**config.mk**
```make
export PLATFORM = sky130hd
export DESIGN_NAME = fifo_rd_stream_flat
export DESIGN_NICKNAME = d
export VERILOG_FILES = /design/src/rtl/fifo_rd_stream_if.sv /design/src/rtl/fifo_rd_stream.sv /design/src/flat_wrapper.sv
export SDC_FILE = /design/constraint.sdc
export NUM_CORES = 1
export LEC_CHECK = 0
export ABC_AREA = 1
export BUFFER_PORTS_ARGS = -buffer_cell sky130_fd_sc_hd__buf_2
export CAP_MARGIN = 20
export CORE_MARGIN = 2
export CORE_UTILIZATION = 35
export DETAILED_ROUTE_END_ITERATION = 7
export GPL_TIMING_DRIVEN = 1
export SLEW_MARGIN = 0
export SYNTH_ARGS = -nofsm -noshare
export SYNTH_HDL_FRONTEND = slang
export SYNTH_SLANG_ARGS = --single-unit
```
**constraint.sdc**
```tcl
create_clock -name rd_clk -period 2.2 [get_ports rd_clk]
set_input_delay 0.22 -clock rd_clk [delete_from_list [all_inputs] [get_ports rd_clk]]
set_output_delay 0.22 -clock rd_clk [all_outputs]
set_load 0.02 [all_outputs]
```
**src/rtl/fifo_rd_stream_if.sv**
```systemverilog
// Read-side FIFO port plus downstream valid/ready stream, bundled for fifo_rd_stream.
// master = the stream adapter; slave = the FIFO/consumer environment around it.
interface fifo_rd_stream_if #(
  parameter int DATA_SIZE = 8
);
  logic                 fifo_empty;
  logic                 fifo_rd_en;
  logic [DATA_SIZE-1:0] fifo_rd_data;
  logic                 m_valid;
  logic                 m_ready;
  logic [DATA_SIZE-1:0] m_data;

  modport master (
    input  fifo_empty, fifo_rd_data, m_ready,
    output fifo_rd_en, m_valid, m_data
  );

  modport slave (
    output fifo_empty, fifo_rd_data, m_ready,
    input  fifo_rd_en, m_valid, m_data
  );
endinterface

```
**src/rtl/fifo_rd_stream.sv**
```systemverilog
// Async-FIFO read-side consumer: credit-based reads, 2-entry skid buffer absorbing the
// FIFO's 1-cycle read latency, registered valid/ready output and a delivered-word counter.
module fifo_rd_stream #(
  parameter int DATA_SIZE = 8,
  parameter int CNT_W     = 16
) (
  input  logic             rd_clk,
  input  logic             rd_rst,
  fifo_rd_stream_if.master bus,
  output logic [CNT_W-1:0] word_cnt,
  output logic             ovf_err
);

  logic [1:0]           occ, occ_d;
  logic                 infl;
  logic [DATA_SIZE-1:0] slot   [2];
  logic [DATA_SIZE-1:0] slot_d [2];
  logic                 ovf_d;
  logic                 pop;
  logic [2:0]           credit;

  assign bus.m_valid = (occ != 2'd0);
  assign bus.m_data  = slot[0];
  assign pop         = bus.m_valid & bus.m_ready;

  // Words captured or in flight after this edge; a read is allowed only if it still fits.
  assign credit         = {1'b0, occ} + {2'b00, infl} - {2'b00, pop};
  assign bus.fifo_rd_en = !rd_rst & !bus.fifo_empty & (credit < 3'd2);

  always_comb begin
    // NOTE: every signal gets a default first so no path through the branches infers a latch.
    slot_d[0] = slot[0];
    slot_d[1] = slot[1];
    occ_d     = credit[1:0];
    ovf_d     = ovf_err;
    if (infl) begin
      case (occ)
        2'd0: slot_d[0] = bus.fifo_rd_data;
        2'd1: begin
          if (pop) slot_d[0] = bus.fifo_rd_data;
          else     slot_d[1] = bus.fifo_rd_data;
        end
        default: begin
          if (pop) begin
            slot_d[0] = slot[1];
            slot_d[1] = bus.fifo_rd_data;
          end else begin
            // Capture into a full buffer cannot happen with correct credit; flag and drop.
            ovf_d = 1'b1;
            occ_d = 2'd2;
          end
        end
      endcase
    end else if (pop) begin
      slot_d[0] = slot[1];
    end
  end

  always_ff @(posedge rd_clk) begin
    if (rd_rst) begin
      // NOTE: the buffer is reset so m_data reads zero after reset, not stale data.
      occ      <= 2'd0;
      infl     <= 1'b0;
      slot[0]  <= '0;
      slot[1]  <= '0;
      word_cnt <= '0;
      ovf_err  <= 1'b0;
    end else begin
      // NOTE: non-blocking assignments keep every register sampling pre-edge values.
      occ      <= occ_d;
      infl     <= bus.fifo_rd_en;
      slot[0]  <= slot_d[0];
      slot[1]  <= slot_d[1];
      word_cnt <= word_cnt + CNT_W'(pop);
      ovf_err  <= ovf_d;
    end
  end

endmodule
```
**src/flat_wrapper.sv**
```systemverilog
// flat-port wrapper written by rule: the top's interface ports become plain ports
module fifo_rd_stream_flat 
#(
  parameter int DATA_SIZE = 8,
  parameter int CNT_W     = 16
)
  (rd_clk, rd_rst, word_cnt, ovf_err, bus_fifo_empty, bus_fifo_rd_data, bus_m_ready, bus_fifo_rd_en, bus_m_valid, bus_m_data);
  fifo_rd_stream_if #(.DATA_SIZE(DATA_SIZE)) bus_i ();
  input  logic rd_clk;
  input  logic rd_rst;
  output logic [CNT_W-1:0] word_cnt;
  output logic ovf_err;
  input wire logic [$bits(bus_i.fifo_empty)-1:0] bus_fifo_empty;
  input wire logic [$bits(bus_i.fifo_rd_data)-1:0] bus_fifo_rd_data;
  input wire logic [$bits(bus_i.m_ready)-1:0] bus_m_ready;
  output wire logic [$bits(bus_i.fifo_rd_en)-1:0] bus_fifo_rd_en;
  output wire logic [$bits(bus_i.m_valid)-1:0] bus_m_valid;
  output wire logic [$bits(bus_i.m_data)-1:0] bus_m_data;
  assign bus_i.fifo_empty = bus_fifo_empty;
  assign bus_i.fifo_rd_data = bus_fifo_rd_data;
  assign bus_i.m_ready = bus_m_ready;
  assign bus_fifo_rd_en = bus_i.fifo_rd_en;
  assign bus_m_valid = bus_i.m_valid;
  assign bus_m_data = bus_i.m_data;
  fifo_rd_stream #(.DATA_SIZE(DATA_SIZE), .CNT_W(CNT_W)) u_core (.rd_clk(rd_clk), .rd_rst(rd_rst), .bus(bus_i), .word_cnt(word_cnt), .ovf_err(ovf_err));
endmodule
```
==> results.md, run 1 <==
Global route:
- The met3 routing resource usage after global routing is 0.0415.
- The global-route wire length before repair is around 6.3 mm.
- The number of global-route vias before repair is approximately 1400.
- For this run, the total global-route usage over all layers was measured as 0.148.
- In the global route stage, met2 resource usage came out at 0.224.
- The number of antenna violations at the first check in global routing came to 0.
- The peak-usage layer in the global routing report is met2.
- The remaining global-route overflow is 0.
- Entering global routing, the biggest net connects 26 pins.
- For met1 alone, demand over resource in global routing was 0.199.

Worst setup path:
- The cell type group with the largest total delay on the critical path is adder cells.
- STA puts the critical path data arrival time at 2060 ps.
- The type of the worst setup path is reg2out.
- The count of buffering cells on the critical path with inverters included is 4.
- The type of element capturing the critical path is an output pin.
- In this run the register-to-register setup slack is 250 ps.
- The signal on the critical path passes through inv_4, nand2_8, nand2_4, inv_4, nand2_4, o21ai_2, ha_2, inv_2, fa_1, nand2_2, nor3_4, buf_6.
- For the worst setup path, the data required time is a little under 2000 ps.
- Among all stages on the critical path, the largest delay is contributed by sky130_fd_sc_hd__fa_1.
- Of all nets on the critical path, the largest fanout is 3.
- The delay of the slowest cell on the worst path is around 500 ps.
- The launching element type of the critical path is a flip-flop.

Final layout:
- The number of antenna diodes in the final layout is 0.
- The net total in the final layout is 304.
- The fraction of the core area covered by cells at the end of the flow is 0.455.
- The area added between synthesis and finish is 24.2%.
- The final standard cell count with taps included and fillers excluded is 355.
- In the final layout, the share of cells above drive strength 1 is 0.271.

Clock network:
- The clock root buffer master is sky130_fd_sc_hd__clkbuf_8.
- Counting along the longest clock path gives a buffer depth of 2.
- The number of clock buffers added by TritonCTS is 5.
- The tree built by TritonCTS fans out to 36 sinks.
- The later pin in the worst-skew pair is clocked with a latency of 290 ps.
- The number of levels in the clock H-tree is 2.
- After clock tree synthesis, the clock-pin slew on the worst setup and hold paths is about 70 ps.
- TritonCTS built the clock tree.

Routing:
- The detail-routed net length per standard cell is about 11 um.
- The detailed router finished its first iteration with between 80 and 90 violations.
- The first TritonRoute pass finished after 4 iterations.
- The number of nets with antenna violations after detailed routing is 0.
- The total vias in the final route is about 1600.
- The total length of routed wires is slightly below 4 mm.
- Using the TritonRoute via totals, the vias-per-cell ratio works out to ~4.5.
- The number of DRC violations after detailed routing is 0.

Yosys:
- After synthesis, the share of flip-flops with an asynchronous set or reset is 0.
- Yosys attributes the largest share of cell area to sky130_fd_sc_hd__dfxtp_1 (41%), sky130_fd_sc_hd__nor2_1 (10%), sky130_fd_sc_hd__nand2_1 (8.3%), sky130_fd_sc_hd__o21ai_0 (6.6%), sky130_fd_sc_hd__inv_1 (5.3%).
- Yosys printed 0 warnings.
- The number of nets produced by synthesis is about 260.
- The largest total area in the synthesized netlist belongs to sky130_fd_sc_hd__dfxtp_1.
- The number of library cell types mapped by synthesis is 27.
- The synthesized flop and latch total is 36.
- The cell area that synthesis handed to floorplanning was between 1500 and 2000 sq um.
- Among all flip-flop cells after synthesis, the most frequent one is sky130_fd_sc_hd__dfxtp_1.
- The cell count after synthesis came out at approximately 240.
- The share of the synthesized area in the top cell type is 0.411.
- The sequential share of the synthesized area is 0.411.
- Yosys mapped a number of flops with a built-in enable equal to 0.
- The mean instance size in the synthesized netlist is just over 7 sq um.

Place:
- Buffers placed on the I/O ports in this run total 38.
- The HPWL after detailed placement is between 2 and 3 mm.
- The number of cells after detailed placement is 340.
- The final RePlAce weighted congestion is 0.800.

Timing:
- The final hold violation count was 0.
- At the pin with the least slew margin, the transition time is 315 ps.
- The number of max-slew violations in the final report came to 0.
- For this run, the top clock speed supported by timing is ~440 MHz.
- For the finished layout, the period the worst path requires is 2280 ps.
- Setup violations remaining at the end of the flow were counted as 1.
- Between clock sinks in the finished design, the worst skew comes to around 7 ps.
- Setup repair after global routing could not meet its margin everywhere.
- The final worst slack is -84.3 ps.
- In this run the tightest slew margin relative to its limit is 0.789.
- In the finished design, the share of the clock period the worst path needs comes to 1.04.

Job:
- The count of max-cap constraint violations is 0.

Power:
- In this run the power density over the cells is 1110 nW/um^2.
- Power comes to between 2 and 2.5 mW.
- The leakage component of the power is ~1.0 nW.
- The peak supply drop is between 700 and 800 uV.

Floorplanning:
- The die is ~75 um wide.
- The core area is 4790 sq um.
- The starting density of the core is 0.367.
- The cell row count is 25.
- The die area is roughly 5600 sq um.
- The die is around 75 um tall.
- The I/O pin count is 39.

Run status:
- The final reports fail on setup timing.
- The flow ran to the end, but the final reports show violations.

Worst hold path:
- The path class of the tightest hold or removal check is in2reg.
-- area by class of cell --
cell class,instances,area [sq um]
Fill cell,518,2610
Multi-Input combinational cell,165,880
Sequential cell,36,723
Timing Repair Buffer,52,302
Inverter,28,113
Tap cell,67,83.8
Clock buffer,6,72.6
Clock inverter,1,5.00
-- routing by layer --
| layer | up-vias | share of wire |
|---|---|---|
| met5 | - | 0 |
| met4 | 0 | 0.0088 |
| met3 | 2 | 0.036 |
| met2 | 31 | 0.48 |
| met1 | 718 | 0.47 |
| li1 | 858 | - |
-- through the flow --
step	TNS (ps)	setup slack [ps]	instance area (sq um)	hold slack, ps
global placement	0	117	2010	444
finish	-84.3	-84.3	2180	141
detailed placement	0	76.9	2010	442
global route	-189	-189	2180	148
floorplan	0	0.796	1770	299
CTS	-135	-135	2150	140
-- cell usage in the layout (no fill, tap or decap), drive strengths merged, types with 3 or more instances in the layout --
master,n
nor2,51
ha,3
clkbuf,6
o21ai,24
a21oi,14
dfxtp,36
nand4,5
buf,52
nand2,41
nand3,17
inv,28
-- synthesized netlist by cell type (2+ instances only) --
cell type	number
sky130_fd_sc_hd__clkbuf_1	3
sky130_fd_sc_hd__ha_1	3
sky130_fd_sc_hd__a211oi_1	2
sky130_fd_sc_hd__nand2_1	39
sky130_fd_sc_hd__nor2_1	49
sky130_fd_sc_hd__nand4_1	5
sky130_fd_sc_hd__a21oi_1	13
sky130_fd_sc_hd__inv_1	25
sky130_fd_sc_hd__inv_2	3
sky130_fd_sc_hd__nand3b_1	2
sky130_fd_sc_hd__dfxtp_1	36
sky130_fd_sc_hd__nand3_1	15
sky130_fd_sc_hd__buf_4	8
sky130_fd_sc_hd__nor3_1	2
sky130_fd_sc_hd__xnor2_1	2
sky130_fd_sc_hd__o21ai_0	23
-- final timing paths --
path,from,to,cells after the start
worst max-delay path,u_core.occ[0]$_SDFF_PP0_,bus_fifo_rd_en,12
worst min-delay path,bus_fifo_empty,u_core.infl$_SDFF_PP0_,2
worst max register to register,u_core.occ[0]$_SDFF_PP0_,u_core.infl$_SDFF_PP0_,13
worst min register to register,u_core.ovf_err$_SDFFE_PP0P_,u_core.ovf_err$_SDFFE_PP0P_,2
-- cells by family (layout without fill, tap and decap cells) --
kind of cell	count (synthesis)	in the layout	synth area share
compound gates	40	40	0.123
xor+xnor	3	3	0.0150
fa+ha+maj	4	4	0.0328
buf+inv	40	87	0.103
flops	36	36	0.411
simple gates	118	118	0.315
-- power by group --
group | internal [mW] | switching (mW)
Sequential | 0.776 | 0.0649
Combinational | 0.458 | 0.682
Clock | 0.215 | 0.223
-- flip-flops by register name, summed over array words and instances (netlist names) --
name	flops
u_core.occ	2
u_core.infl	1
u_core.slot	16
u_core.ovf_err	1
u_core.word_cnt	16
-- what timing repair did --
action,4_1_cts,5_1_grt
endpoints found under the setup margin,1,1
pin swaps,5,4
resized for setup,14,2
buffers inserted,5,3
hold buffers,0,0
Power figures use the tool's default switching activity.
==> inputs of run 2 (changes only) <==
--- a/config.mk
+++ b/config.mk
@@ -9,9 +9,12 @@
 export BUFFER_PORTS_ARGS = -buffer_cell sky130_fd_sc_hd__buf_2
 export CAP_MARGIN = 20
 export CORE_MARGIN = 2
-export CORE_UTILIZATION = 35
+export CORE_UTILIZATION = 53
 export DETAILED_ROUTE_END_ITERATION = 7
 export GPL_TIMING_DRIVEN = 1
+export HOLD_SLACK_MARGIN = 0.06
+export PLACE_DENSITY = 0.78
+export RECOVER_POWER = 100
 export SLEW_MARGIN = 0
 export SYNTH_ARGS = -nofsm -noshare
 export SYNTH_HDL_FRONTEND = slang
==> run 2 against run 1 <==
Against the previous run: the flow still finishes with violations (setup timing); critical path depth unchanged; total power fell by 4.3%; flip-flop and latch count did not move; worst setup slack worse by 180 ps; highest routed layer unchanged.
==> results.md, run 2 (same netlist as run 1, synthesis figures left out) <==
Run status:
- Run status: finished with violations (unchanged).
- Failing checks: setup timing (unchanged).

Clock network:
- The clock slew at the register clock pins of the worst setup and hold paths came to 100 ps (was 70 ps).
- The total clock sinks is 36 (unchanged).
- The CTS tree is done (unchanged).
- The clock root buffer master is sky130_fd_sc_hd__clkbuf_4 (was sky130_fd_sc_hd__clkbuf_8).
- The number of levels in the clock H-tree is 2 (unchanged).
- The total clock buffers created by CTS is 5 (unchanged).
- The clock insertion delay at the later pin of the skew report is 350 ps (was 290 ps).
- The deepest clock path buffer count is 2 (unchanged).
- The hold buffer count at CTS was 0 (unchanged).

Timing:
- The highest attainable clock frequency was 405 MHz (was 438 MHz).
- The fraction of the cycle the final worst path needs is 1.12 (was 1.04).
- The worst slew margin relative to its limit is 0.798 (was 0.789).
- The final worst slack was -268 ps (was -84.3 ps).
- The number of max-slew violations in the final report was 0 (unchanged).
- The number of failing setup endpoints in the final timing report is 1 (unchanged).
- Setup repair after global routing missed its margin: yes (unchanged).
- The tightest hold margin was 82.2 ps (was 141 ps).
- The final hold violation count is 0 (unchanged).
- The slew at the pin closest to its max-slew limit is 303 ps (was 315 ps).
- The post-route minimum period is 2470 ps (was 2280 ps).
- The final setup skew is 13.0 ps (was 7.10 ps).

Final layout:
- Largest registers in the final layout: u_core.slot x16, u_core.word_cnt x16, u_core.occ x2 (unchanged).
- The number of antenna diodes is 0 (unchanged).
- Leading cell types in the layout, fill and taps excluded: sky130_fd_sc_hd__nor2_1 (48), sky130_fd_sc_hd__nand2_1 (37), sky130_fd_sc_hd__dfxtp_1 (35) (was sky130_fd_sc_hd__nor2_1 (49), sky130_fd_sc_hd__nand2_1 (37), sky130_fd_sc_hd__buf_2 (37)).
- The most common cell after layout, fill and taps aside is sky130_fd_sc_hd__nor2_1 (unchanged).
- The area added between synthesis and finish is 18.2% (was 24.2%).
- The fraction of final layout cells sized beyond drive strength 1 is 0.196 (was 0.271).
- The net total in the final layout is 301 (was 304).
- The final standard cell count with taps included and fillers excluded is 330 (was 355).

Power:
- The switching power of the nets is 0.964 mW (was 0.970 mW).
- The clock share of power was 0.165 (was 0.181).
- The peak supply drop is 835 uV (was 794 uV).
- The leakage component of the power came to 0.934 nW (was 1.04 nW).
- The share of total power in combinational logic came to 0.473 (was 0.471).
- The internal power summed over all cells is 1.35 mW (was 1.45 mW).
- The post-layout total power is 2.32 mW (was 2.42 mW).
- The switching power share of the total is 0.416 (was 0.401).
- The part of the total power dissipated in sequential elements was 0.363 (was 0.347).
- The power density over cell area came to 1120 nW/um^2 (was 1110 nW/um^2).

Floorplanning:
- The starting density of the core is 0.565 (was 0.367).
- The cell row count came to 20 (was 25).
- The die outline width is 61.5 um (was 74.8 um).
- The core area is 3100 sq um (was 4790 sq um).
- The die area is 3790 sq um (was 5590 sq um).
- The die boundary height is 61.5 um (was 74.8 um).
- The I/O pin count is 39 (unchanged).

Worst setup path:
- The type of element capturing the critical path is an output pin (unchanged).
- The required time of the critical path is 1980 ps (about the same).
- The data arrival time of the worst path came to 2250 ps (was 2060 ps).
- The maximum fanout along the worst path is 5 (was 3).
- The launching element type of the critical path was a flip-flop (unchanged).
- The type of the worst setup path was reg2out (unchanged).

Routing:
- The initial detailed-routing violation count was 61 (was 81).
- The number of nets with antenna violations after detailed routing is 0 (unchanged).
- The number of DRC violations after detailed routing came to 0 (unchanged).
- The detail-routed net length per standard cell is 11.4 um (was 10.9 um).
- The total length of routed wires is 3.78 mm (was 3.86 mm).
- The total vias in the final route came to 1637 (was 1609).
- The average via count per standard cell is 4.96 (was 4.53).
- The number of iterations in the first detailed-routing pass is 4 (unchanged).

Global route:
- The number of global-route vias before repair came to 1367 (was 1395).
- The maximum number of pins on one net before global-route repair is 26 (unchanged).
- The total routing usage reported by global routing is 0.207 (was 0.148).
- The global-route wire length before repair is 5.83 mm (was 6.33 mm).
- The number of antenna violations at the first check in global routing came to 0 (unchanged).
- The remaining global-route overflow is 0 (unchanged).

Place:
- The final RePlAce weighted congestion is 0.883 (was 0.800).
- The worst-case setup slack after placement is 73.4 ps (was 76.9 ps).
- The quantity of I/O buffers inserted on ports is 38 (unchanged).
- The half-perimeter wire length of the detailed placement result is 2.61 mm (was 2.68 mm).
- The number of cells after detailed placement is 316 (was 340).

Job:
- The count of max-cap constraint violations came to 0 (unchanged).

Worst hold path:
- The kind of path behind the tightest hold check is in2reg (unchanged).
==> run 2: path summary, 6_finish.rpt <==
path,startpoint,end,slack [ps],depth (start not counted)
max,u_core.occ[0]$_SDFF_PP0_,bus_fifo_rd_en,-270,12
min,bus_fifo_empty,u_core.infl$_SDFF_PP0_,80,2
max reg2reg,u_core.occ[0]$_SDFF_PP0_,u_core.infl$_SDFF_PP0_,250,12
min reg2reg,u_core.ovf_err$_SDFFE_PP0P_,u_core.ovf_err$_SDFFE_PP0P_,470,2
==> run 2: power by group through the flow <==
stage                     Sequential (mW)  Clock [mW]  Combinational [mW]
after floorplan                     0.851           0               0.772
after global routing                0.853       0.412                1.22
after global placement              0.841           0               0.936
after CTS                           0.832       0.383               0.976
final                               0.840       0.381                1.09
after detailed placement            0.841           0               0.950
==> run 2: through the flow <==
step / TNS (ps) / utilization / cell area, sq um
6_report: -268 / 0.668 / 2070
5_1_grt: -359 / 0.668 / 2070
4_1_cts: -213 / 0.658 / 2040
3_5_place_dp: 0 / 0.635 / 1970
3_3_place_gp: 0 / 0.635 / 1970
2_1_floorplan: 0 / - / 1770
==> run 2: layout make-up <==
| cell class | count | area, sq um |
|---|---|---|
| inverters | 28 | 108 |
| clock buffers | 6 | 51.3 |
| flip-flops and latches | 36 | 722 |
| well taps | 44 | 55.1 |
| fillers | 305 | 1030 |
| repair buffers | 49 | 254 |
| clock inverters | 2 | 10.0 |
| multi-input cells | 165 | 873 |
==> run 2: what timing repair did <==
action / in CTS / in global routing
endpoints found under the setup margin: 1 / 1
pin swaps: 0 / 4
buffers inserted: 0 / 6
gates resized for setup: 5 / 7
cloned: 0 / 0
==> run 2: per-layer routing <==
metal / global-route usage / vias up / wire (um)
li1: - / 854 / -
met1: 0.265 / 728 / 1770
met2: 0.346 / 51 / 1750
met3: 0.0651 / 4 / 223
met4: 0.0395 / 0 / 34
met5: 0 / - / 0
==> run 2: critical path, cell delays in order, from the launching register on <==
cell                      delay (ps)
sky130_fd_sc_hd__dfxtp_1         340
sky130_fd_sc_hd__inv_2            80
sky130_fd_sc_hd__nand2_8          70
sky130_fd_sc_hd__nand2_4          50
sky130_fd_sc_hd__inv_2            60
sky130_fd_sc_hd__nand2_2          40
sky130_fd_sc_hd__o21ai_1          80
sky130_fd_sc_hd__ha_2            180
sky130_fd_sc_hd__inv_2            40
sky130_fd_sc_hd__fa_1            540
sky130_fd_sc_hd__nand2_2          90
sky130_fd_sc_hd__nor3_4          190
sky130_fd_sc_hd__buf_6           140
==> inputs of run 3 (changes only) <==
--- a/config.mk
+++ b/config.mk
@@ -6,16 +6,16 @@
 export NUM_CORES = 1
 export LEC_CHECK = 0
 export ABC_AREA = 1
-export BUFFER_PORTS_ARGS = -buffer_cell sky130_fd_sc_hd__buf_2
 export CAP_MARGIN = 20
 export CORE_MARGIN = 2
-export CORE_UTILIZATION = 53
+export CORE_UTILIZATION = 55
 export DETAILED_ROUTE_END_ITERATION = 7
+export DONT_BUFFER_PORTS = 1
 export GPL_TIMING_DRIVEN = 1
 export HOLD_SLACK_MARGIN = 0.06
-export PLACE_DENSITY = 0.78
+export PLACE_DENSITY = 0.7
 export RECOVER_POWER = 100
-export SLEW_MARGIN = 0
+export SLEW_MARGIN = 20
 export SYNTH_ARGS = -nofsm -noshare
 export SYNTH_HDL_FRONTEND = slang
 export SYNTH_SLANG_ARGS = --single-unit
==> run 3 against run 2 <==
Against the previous run: the flow still finishes with violations (setup timing); via count shrank 4.9%; sequential share of layout area grew 2.1 points; first-iteration DRC count rose by 41%; final cell count down 8.2%; utilization is 2.7 points lower; sequential power up 12%; critical path type unchanged; critical endpoint unchanged; highest routed layer unchanged.
==> results.md, run 3 (same netlist as run 1, synthesis figures left out) <==
Worst setup path:
- The count of buffering cells on the critical path with inverters included is 3 (was 4).
- The cell type group with the largest total delay on the critical path is adder cells (unchanged).
- The launching element type of the critical path is a flip-flop (unchanged).
- The cell with the largest stage delay on the worst path is sky130_fd_sc_hd__fa_1 (unchanged).
- Cell chain of the critical path: inv_4, nand2_8, nand2_4, inv_2, nand2_2, o21ai_2, ha_2, inv_2, fa_1, nand2_2, nor3_4 (was inv_2, nand2_8, nand2_4, inv_2, nand2_2, o21ai_1, ha_2, inv_2, fa_1, nand2_2, nor3_4, buf_6).
- The maximum fanout along the worst path is 3 (was 5).
- The launching point of the worst reg2reg path is u_core.occ[0]$_SDFF_PP0_ (unchanged).
- The data arrival time of the worst path is 2170 ps (was 2250 ps).
- The required time of the critical path is 1980 ps (about the same).
- The delay of the slowest cell on the worst path was 520 ps (was 540 ps).
- The worst reg-to-reg setup slack is 190 ps (was 250 ps).
- The type of element capturing the critical path is an output pin (unchanged).
- The type of the worst setup path was reg2out (unchanged).
- The startpoint of the most critical setup path is u_core.occ[0]$_SDFF_PP0_ (unchanged).

Global route:
- The number of antenna violations at the first check in global routing is 0 (unchanged).
- The number of global-route vias before repair is 1415 (was 1367).
- The remaining global-route overflow was 0 (unchanged).
- The total routing usage reported by global routing is 0.233 (was 0.207).
- The maximum number of pins on one net before global-route repair is 27 (was 26).
- The global-route wire length before repair is 6.18 mm (was 5.83 mm).

Timing:
- The fraction of the cycle the final worst path needs is 1.09 (was 1.12).
- The accumulated negative setup slack came to -187 ps (was -268 ps).
- The final hold violation count came to 0 (unchanged).
- The worst slew margin relative to its limit is 0.589 (was 0.798).
- Setup repair after global routing missed its margin: yes (unchanged).
- The final setup skew was 6.74 ps (was 13.0 ps).
- The final worst slack is -187 ps (was -268 ps).
- The post-route minimum period is 2390 ps (was 2470 ps).
- The number of failing setup endpoints in the final timing report was 1 (unchanged).
- The slew at the pin closest to its max-slew limit came to 614 ps (was 303 ps).
- The highest attainable clock frequency is 419 MHz (was 405 MHz).
- The number of max-slew violations in the final report is 0 (unchanged).

Routing:
- The total length of routed wires is 3.78 mm (about the same).
- The met1 wire length is 1.75 mm (was 1.77 mm).
- The initial detailed-routing violation count was 86 (was 61).
- The total vias in the final route is 1557 (was 1637).
- The highest metal layer with signal wires was met4 (unchanged).
- The routed length on met3 is 265 um (was 223 um).
- The amount of wire on met2 after detailed routing is 1.70 mm (was 1.75 mm).
- The number of nets with antenna violations after detailed routing is 0 (unchanged).
- The number of DRC violations after detailed routing is 0 (unchanged).
- The average via count per standard cell came to 5.14 (was 4.96).
- The detail-routed net length per standard cell came to 12.5 um (was 11.4 um).
- The number of iterations in the first detailed-routing pass was 4 (unchanged).

Final layout:
- The area added between synthesis and finish is 11.6% (was 18.2%).
- The number of antenna diodes came to 0 (unchanged).
- The fraction of the core area covered by cells at the end of the flow is 0.641 (was 0.668).
- The most common cell after layout, fill and taps aside is sky130_fd_sc_hd__nor2_1 (unchanged).
- The fraction of final layout cells sized beyond drive strength 1 is 0.120 (was 0.196).
- The net total in the final layout is 274 (was 301).
- Leading cell types in the layout, fill and taps excluded: sky130_fd_sc_hd__nor2_1 (51), sky130_fd_sc_hd__nand2_1 (37), sky130_fd_sc_hd__dfxtp_1 (34) (was sky130_fd_sc_hd__nor2_1 (48), sky130_fd_sc_hd__nand2_1 (37), sky130_fd_sc_hd__dfxtp_1 (35)).
- Largest registers in the final layout: u_core.slot x16, u_core.word_cnt x16, u_core.occ x2 (unchanged).

Floorplanning:
- The I/O pin count was 39 (unchanged).
- The cell row count came to 20 (unchanged).
- The core area is 3050 sq um (was 3100 sq um).
- The die outline width is 60.5 um (was 61.5 um).
- The die boundary height came to 60.5 um (was 61.5 um).
- The die area came to 3660 sq um (was 3790 sq um).
- The starting density of the core is 0.575 (was 0.565).

Power:
- The power density over cell area is 1110 nW/um^2 (was 1120 nW/um^2).
- The post-layout total power came to 2.18 mW (was 2.32 mW).
- The internal power summed over all cells came to 1.28 mW (was 1.35 mW).
- The leakage component of the power came to 0.838 nW (was 0.934 nW).
- The clock share of power is 0.175 (was 0.165).
- The part of the total power dissipated in sequential elements is 0.431 (was 0.363).
- The switching power share of the total came to 0.413 (was 0.416).
- The peak supply drop is 777 uV (was 835 uV).
- The switching power of the nets is 0.901 mW (was 0.964 mW).
- The share of total power in combinational logic is 0.394 (was 0.473).

Run status:
- Run status: finished with violations (unchanged).
- Failing checks: setup timing (unchanged).

Worst hold path:
- The startpoint of the tightest hold check path was bus_m_ready (was bus_fifo_empty).
- The kind of path behind the tightest hold check is in2reg (unchanged).

Clock network:
- The clock insertion delay at the later pin of the skew report is 350 ps (about the same).
- The CTS tree is done (unchanged).
- The clock root buffer master is sky130_fd_sc_hd__clkbuf_4 (unchanged).
- The total clock sinks came to 36 (unchanged).
- The number of levels in the clock H-tree is 2 (unchanged).
- The total clock buffers created by CTS is 5 (unchanged).
- The clock slew at the register clock pins of the worst setup and hold paths is 110 ps (was 100 ps).
- The deepest clock path buffer count is 2 (unchanged).

Job:
- The count of max-cap constraint violations is 0 (unchanged).

Place:
- The half-perimeter wire length of the detailed placement result is 2.44 mm (was 2.61 mm).
- The worst-case setup slack after placement is 86.8 ps (was 73.4 ps).
- The final RePlAce weighted congestion was 0.809 (was 0.883).
- The quantity of I/O buffers inserted on ports was 0 (was 38).
run 3: cell count changes in the layout (fill, tap and decap cells not counted), moves of 2 or more:
cell / before / now
sky130_fd_sc_hd__inv_2: 5 / 3
sky130_fd_sc_hd__clkbuf_1: 20 / 3
sky130_fd_sc_hd__clkinv_2: 2 / 0
sky130_fd_sc_hd__buf_2: 17 / 0
sky130_fd_sc_hd__dlygate4sd3_1: 0 / 10
sky130_fd_sc_hd__inv_1: 22 / 24
sky130_fd_sc_hd__nor2_1: 48 / 51
run 3: final timing paths:
check,endpoint,depth (start not counted)
worst max-delay path,bus_fifo_rd_en,11
worst min-delay path,u_core.word_cnt[0]$_SDFF_PP0_,4
worst max register to register,u_core.infl$_SDFF_PP0_,13
worst min register to register,u_core.slot[0][9]$_SDFFE_PP0P_,2
run 3: power by group through the flow:
stage / logic [mW] / registers, mW / clock network, mW
final: 0.860 / 0.939 / 0.382
after global routing: 0.970 / 0.955 / 0.420
after CTS: 0.856 / 0.941 / 0.395
after detailed placement: 0.770 / 0.947 / 0
after global placement: 0.765 / 0.946 / 0
after floorplan: 0.772 / 0.851 / 0
run 3: final cells by class:
type | instances | area [sq um]
flip-flops and latches | 36 | 723
inverters | 28 | 108
repair buffers | 22 | 186
clock buffers | 8 | 58.8
fillers | 299 | 1090
well taps | 44 | 55.1
multi-input cells | 165 | 827
run 3: metrics by stage:
step	hold slack, ps	std cells	instance area, sq um
after floorplan	299	241	1770
after global routing	142	303	1960
final	126	303	1960
after detailed placement	294	280	1800
after CTS	105	301	1990
after global placement	291	280	1800
run 3: what timing repair did:
action,CTS,global route
pin swaps,5,3
hold buffers,10,0
endpoints found under the hold margin,19,0
resized for setup,11,0
gates cloned,0,0
endpoints found under the setup margin,1,1
buffers inserted,3,2
run 3: metal layers:
metal,vias up,global-route usage
met1,702,0.305
met2,45,0.343
met3,6,0.0874
met5,-,0
li1,804,-
met4,0,0.102
run 3: worst register-to-register path: stages, from the launching register on:
cell,delay (ps)
sky130_fd_sc_hd__dfxtp_2,360
sky130_fd_sc_hd__inv_4,60
sky130_fd_sc_hd__nand2_8,90
sky130_fd_sc_hd__nand2_4,50
sky130_fd_sc_hd__inv_2,60
sky130_fd_sc_hd__nand2_2,50
sky130_fd_sc_hd__o21ai_2,50
sky130_fd_sc_hd__ha_2,180
sky130_fd_sc_hd__inv_2,40
sky130_fd_sc_hd__fa_1,520
sky130_fd_sc_hd__nand2_2,80
sky130_fd_sc_hd__buf_4,140
sky130_fd_sc_hd__buf_4,120
sky130_fd_sc_hd__nor3_1,150
